<file path="config.mk">
export PLATFORM = sky130hd
export DESIGN_NAME = apb_imem_loader
export DESIGN_NICKNAME = d
export VERILOG_FILES = /design/src/rtl/rv32i_apb_pkg.sv /design/src/rtl/apb_imem_loader.sv
export SDC_FILE = /design/constraint.sdc
export NUM_CORES = 1
export LEC_CHECK = 0
export BUFFER_PORTS_ARGS = -buffer_cell sky130_fd_sc_hd__buf_2
export CORE_UTILIZATION = 43
export DETAILED_ROUTE_END_ITERATION = 8
export PLACE_DENSITY = 0.86
export SYNTH_ARGS = -nofsm -noshare
export SYNTH_HDL_FRONTEND = slang
export SYNTH_SLANG_ARGS = --single-unit
</file>
<file path="constraint.sdc">
create_clock -name clk -period 4.9 [get_ports clk]
set_input_delay 0.98 -clock clk [delete_from_list [all_inputs] [get_ports clk]]
set_output_delay 0.98 -clock clk [all_outputs]
set_load 0.005 [all_outputs]
</file>
<file path="src/rtl/rv32i_apb_pkg.sv">
// Shared types and constants for the APB instruction-memory loader:
// FSM state encoding, register word addresses, CTRL bit positions and
// the APB address decoder.
package rv32i_apb_pkg;

    typedef enum logic [1:0] {
        IDLE    = 2'd0,
        RD_WAIT = 2'd1,
        RESP    = 2'd2
    } state_t;

    typedef enum logic [1:0] {
        REGION_MEM  = 2'd0,
        REGION_CTRL = 2'd1,
        REGION_STAT = 2'd2,
        REGION_ERR  = 2'd3
    } region_t;

    localparam logic [31:0] CTRL_ADDR = 32'h8000_0000;
    localparam logic [31:0] STAT_ADDR = 32'h8000_0001;

    // CTRL register bit positions
    localparam int CTRL_RUN_BIT   = 0;  // write/read: core_select
    localparam int CTRL_CLEAR_BIT = 1;  // write: clear word_count
    localparam int CTRL_DONE_BIT  = 1;  // read: sticky done flag

    // Classify an APB word address: anything below 2**mem_bits is memory,
    // two exact-match register addresses, everything else is an error.
    function automatic region_t decode_addr(
        input logic [31:0] addr,
        input int unsigned mem_bits,
        input logic [31:0] ctrl_addr,
        input logic [31:0] stat_addr
    );
        region_t region;
        if ((addr >> mem_bits) == 32'd0) begin
            region = REGION_MEM;
        end else if (addr == ctrl_addr) begin
            region = REGION_CTRL;
        end else if (addr == stat_addr) begin
            region = REGION_STAT;
        end else begin
            region = REGION_ERR;
        end
        return region;
    endfunction

endpackage

</file>
<file path="src/rtl/apb_imem_loader.sv">
// APB3 slave that loads/reads the core's instruction memory and owns the
// core_select run-control bit plus a sticky done flag set by run_complete.
// Memory writes and register accesses are zero-wait; memory reads take one
// wait state followed by a dead RESP cycle.
module apb_imem_loader #(
    parameter int          DATA_LENGTH    = 32,
    parameter int          ADDRESS_LENGTH = 11,
    parameter logic [31:0] CTRL_ADDR      = rv32i_apb_pkg::CTRL_ADDR,
    parameter logic [31:0] STAT_ADDR      = rv32i_apb_pkg::STAT_ADDR
) (
    input  logic                      clk,
    input  logic                      rst,
    input  logic [31:0]               paddr,
    input  logic                      psel,
    input  logic                      penable,
    input  logic                      pwrite,
    input  logic [DATA_LENGTH-1:0]    pwdata,
    output logic [DATA_LENGTH-1:0]    prdata,
    output logic                      pready,
    output logic                      pslverr,
    output logic                      mem_we,
    output logic [ADDRESS_LENGTH-1:0] mem_addr,
    output logic [DATA_LENGTH-1:0]    mem_wdata,
    input  logic [DATA_LENGTH-1:0]    mem_rdata,
    input  logic                      run_complete,
    output logic                      core_select,
    output logic                      load_active
);
    import rv32i_apb_pkg::*;

    localparam logic [ADDRESS_LENGTH:0] WC_MAX = {1'b1, {ADDRESS_LENGTH{1'b0}}};

    state_t                    state_reg;
    logic [ADDRESS_LENGTH-1:0] addr_reg;
    logic                      armed_reg;
    logic                      core_select_reg;
    logic                      done_reg;
    logic [ADDRESS_LENGTH:0]   word_count_reg;

    region_t                   region;
    logic                      access;
    logic                      idle_access;
    logic                      mem_hit;
    logic                      bad_access;
    logic                      start_read;
    logic                      ctrl_write;
    logic [DATA_LENGTH-1:0]    ctrl_word;
    logic [DATA_LENGTH-1:0]    stat_word;

    // armed_reg drops after any completed transfer and re-arms only once
    // penable goes low, so a held access phase is never accepted twice.
    // It also resets low so a transfer interrupted by reset must restart.
    assign region      = decode_addr(paddr, ADDRESS_LENGTH, CTRL_ADDR, STAT_ADDR);
    assign access      = psel & penable & armed_reg;
    assign idle_access = (state_reg == IDLE) & access;
    assign mem_hit     = (region == REGION_MEM);
    assign bad_access  = (region == REGION_ERR) | (mem_hit & core_select_reg);
    assign start_read  = idle_access & mem_hit & ~core_select_reg & ~pwrite;
    assign ctrl_write  = idle_access & (region == REGION_CTRL) & pwrite;
    assign core_select = core_select_reg;

    // Register read images: CTRL = {done, core_select}, STATUS = word_count.
    always_comb begin
        ctrl_word                         = '0;
        ctrl_word[CTRL_RUN_BIT]           = core_select_reg;
        ctrl_word[CTRL_DONE_BIT]          = done_reg;
        stat_word                         = '0;
        stat_word[ADDRESS_LENGTH:0]       = word_count_reg;
    end

    // APB response and memory port, decoded from state and the live bus.
    always_comb begin
        pready    = 1'b0;
        pslverr   = 1'b0;
        prdata    = '0;
        mem_we    = 1'b0;
        mem_wdata = '0;
        mem_addr  = addr_reg;
        case (state_reg)
            IDLE: begin
                mem_addr = paddr[ADDRESS_LENGTH-1:0];
                if (idle_access) begin
                    if (bad_access) begin
                        pready  = 1'b1;
                        pslverr = 1'b1;
                    end else if (mem_hit) begin
                        if (pwrite) begin
                            pready    = 1'b1;
                            mem_we    = 1'b1;
                            mem_wdata = pwdata;
                        end
                    end else begin
                        pready = 1'b1;
                        if (!pwrite) begin
                            prdata = (region == REGION_CTRL) ? ctrl_word : stat_word;
                        end
                    end
                end
            end
            RD_WAIT: begin
                pready = 1'b1;
                prdata = mem_rdata;
            end
            default: begin
            end
        endcase
        load_active = (state_reg != IDLE) | mem_we;
    end

    // Read FSM, latched read address and the re-arm flag.
    always_ff @(posedge clk or posedge rst) begin
        if (rst) begin
            state_reg <= IDLE;
            addr_reg  <= '0;
            armed_reg <= 1'b0;
        end else begin
            if (!penable) begin
                armed_reg <= 1'b1;
            end else if (pready) begin
                armed_reg <= 1'b0;
            end
            case (state_reg)
                IDLE: begin
                    if (start_read) begin
                        addr_reg  <= paddr[ADDRESS_LENGTH-1:0];
                        state_reg <= RD_WAIT;
                    end
                end
                RD_WAIT: state_reg <= RESP;
                RESP:    state_reg <= IDLE;
                default: state_reg <= IDLE;
            endcase
        end
    end

    // Run control, sticky done and loaded-word counter. A CTRL write owns
    // core_select over a coincident run_complete, but done still sets.
    always_ff @(posedge clk or posedge rst) begin
        if (rst) begin
            core_select_reg <= 1'b0;
            done_reg        <= 1'b0;
            word_count_reg  <= '0;
        end else begin
            if (ctrl_write) begin
                core_select_reg <= pwdata[CTRL_RUN_BIT];
                if (pwdata[CTRL_RUN_BIT]) begin
                    done_reg <= 1'b0;
                end
                if (pwdata[CTRL_CLEAR_BIT]) begin
                    word_count_reg <= '0;
                end
            end
            if (run_complete && core_select_reg) begin
                done_reg <= 1'b1;
                if (!ctrl_write) begin
                    core_select_reg <= 1'b0;
                end
            end
            if (mem_we && (word_count_reg != WC_MAX)) begin
                word_count_reg <= word_count_reg + 1'b1;
            end
        end
    end

endmodule

</file>
==> impl_metrics.env <==
export IMPL_grt_overflow_total=0
export IMPL_p_leak_nw=1.89
export IMPL_finalHoldViolCount=0
export IMPL_clk_path_buf_depth=2
export IMPL_synthAdderAreaFrac_pct=1.13
export IMPL_synth_top_area_share_pct=31.6
export IMPL_synthSimpleGateAreaFrac_pct=38.1
export IMPL_drive_gt1_share_pct=54.8
export IMPL_switchingPower_w=0.000111
export IMPL_port_buffers=181
export IMPL_io_pins=182
export IMPL_p_sw_share_pct=22.4
export IMPL_clkTransAtPathRegs_ns=0.09
export IMPL_vias=2504
export IMPL_drv_slew=0
export IMPL_die_x_um=73.8
export IMPL_wl_per_cell_um=14.4
export IMPL_ys_warnings_count=0
export IMPL_ys_seq_elements=28
export IMPL_skew_ns=0.0116
export IMPL_cts_resized_gates=0
export IMPL_setup_viol=0
export IMPL_dr_pass1_iters=5
export IMPL_drt_vias_per_instance=5.26
export IMPL_cts_buffers=3
export IMPL_seq_area_frac_synth_pct=31.6
export IMPL_critPathArrivalTime_ns=2.64
export IMPL_syn_num_nets=340
export IMPL_largest_register_ffs=12
export IMPL_seq_power_share_pct=47.3
export IMPL_synth_compound_area_share_pct=12.5
export IMPL_outcome="completed"
export IMPL_post_cts_setup_buffers=0
export IMPL_h_tree_depth=1
export IMPL_synth_cell_types=42
export IMPL_syn_inst=236
export IMPL_ir_drop_mv=0.126
export IMPL_core_um2=4850
export IMPL_finish_utilization_pct=67.0
export IMPL_die_h_um=73.8
export IMPL_maxCapViolCount=0
export IMPL_grt_pass1_vias=2347
export IMPL_cts_tree="built"
export IMPL_num_rows=25
export IMPL_diodes=0
export IMPL_synth_area_um2=2220
export IMPL_hp_class="flop to flop"
export IMPL_final_cell_mix="buf_2, and2_1, dfrtp_1"
export IMPL_synth_xor_area_share_pct=0
export IMPL_crit_path_start_kind="input port"
export IMPL_powerDensity_nw_per_um2=152
export IMPL_ant_nets=0
export IMPL_tightest_slew_ns=1.11
export IMPL_comb_power_share_pct=14.8
export IMPL_grt_pass1_wl_um=10400
export IMPL_gp_congestion=0.889
export IMPL_drc=0
export IMPL_final_common_cell="buf_2"
export IMPL_fin_cells=476
export IMPL_root_buffer="clkbuf_8"
export IMPL_synthTopCellsByArea="dfrtp_1, and2_1, mux2_2, a22o_1, nor4_4"
export IMPL_fmax_mhz=276
export IMPL_holdBufCountCts=0
export IMPL_grt_max_degree=39
export IMPL_grt_use_total_pct=24.8
export IMPL_clkLatencyLatePin_ns=0.28
export IMPL_synth_top_area_cell="dfrtp_1"
export IMPL_first_iter_violations=164
export IMPL_path_class="input port to output port"
export IMPL_die_area_um2=5450
export IMPL_worstPathMaxFanout=10
export IMPL_wl_um=6850
export IMPL_relSlewSlack_pct=25.5
export IMPL_rsz0062_at_grt="no"
export IMPL_avgSynthCellArea_um2=9.41
export IMPL_pwr_share_clk_pct=37.9
export IMPL_cts_sinks=28
export IMPL_dp_cells=472
export IMPL_hpwl_um=5510
export IMPL_nets=514
export IMPL_min_period_ns=3.62
export IMPL_r2r_cells=7
export IMPL_synth_top_family_by_area="simple AND/OR/NAND/NOR gates"
export IMPL_hold_depth=1
export IMPL_cp_end_kind="output port"
export IMPL_worstPathRequired_ns=3.92
export IMPL_fin_tns_setup_ns=0
export IMPL_initial_utilization_pct=45.8
export IMPL_synthMuxAreaShare_pct=13.0
export IMPL_p_int_w=0.000382
export IMPL_period_share_pct=73.8
export IMPL_antenna_found_initial=0
export IMPL_area_growth_pct=46.3
cell families after synthesis:
family,after synthesis
AOI/OAI and AO/OA,33
adders and majority gates,2
buffers and inverters,20
DFF,28
muxes,26
and+or+nand+nor,127
per-stage QoR:
stage / setup slack, ns / total power, W / instance area [um2] / hold WS [ns]
5_1_grt: 1.16 / 0.000513 / 3250 / 0.532
3_5_place_dp: 1.30 / 0.000311 / 3180 / 0.475
3_3_place_gp: 1.33 / 0.000308 / 3180 / 0.465
6_report: 1.28 / 0.000493 / 3250 / 0.496
4_1_cts: 1.27 / 0.000495 / 3250 / 0.498
2_1_floorplan: 1.61 / 0.000256 / 2220 / 0.454
power groups by stage:
stage,Clock [W],Sequential [W],Combinational (W)
floorplan,0,0.000237,0.0000188
global placement,0,0.000237,0.0000708
detailed placement,0,0.000238,0.0000731
CTS,0.000188,0.000233,0.0000734
global route,0.000200,0.000233,0.0000798
finish,0.000187,0.000233,0.0000729
worst paths after layout:
| kind | start | to | slack, ns |
|---|---|---|---|
| setup reg to reg | word_count_reg[0]$_DFFE_PP0P_ | word_count_reg[10]$_DFFE_PP0P_ | 2.51 |
| setup / recovery | paddr[26] | prdata[10] | 1.28 |
| hold / removal | addr_reg[0]$_DFFE_PP0P_ | addr_reg[0]$_DFFE_PP0P_ | 0.50 |
| hold reg to reg | addr_reg[0]$_DFFE_PP0P_ | addr_reg[0]$_DFFE_PP0P_ | 0.50 |
| max in group asynchronous | rst | addr_reg[6]$_DFFE_PP0P_ | 3.27 |
| min in group asynchronous | rst | word_count_reg[6]$_DFFE_PP0P_ | 0.97 |
cell usage after synthesis, drive strengths merged:
cell type,n
nor4,10
clkbuf,11
nand4,4
ha,2
buf,4
a21o,2
nor4bb,1
o21ai,5
a21bo,1
or2,1
o211a,1
nand3,6
nor2,9
a21oi,1
mux2i,3
dfrtp,28
nand2b,2
and3b,2
nor3,8
a31oi,1
nor4b,1
nor3b,6
or3,1
a221o,1
o21bai,1
and4b,1
and2,53
mux2,23
and3,9
a21boi,1
nor2b,2
a22o,12
a211o,7
nand2,11
inv,5
metal layers:
metal	global-route usage, %	up-vias	part of all wire (%)
li1	-	1197	-
met1	26.7	1138	37
met2	48.0	153	52
met3	3.70	16	7.7
met4	9.40	0	2.4
met5	0	-	0
worst max-delay path, cell delays in order:
cell	delay, ns
buf_2	0.10
nor3_1	0.33
nand4_4	0.23
nor3_1	0.22
and4b_1	0.47
a22o_1	0.20
buf_2	0.11
cell type report:
type	instances	area (um2)
Clock buffer	3	41.3
Clock inverter	1	30.0
Fill cell	374	1600
Inverter	5	18.8
Multi-Input combinational cell	188	1450
Sequential cell	28	701
Tap cell	67	83.8
Timing Repair Buffer	184	928
No activity file was read; power rests on OpenSTA's default activity.
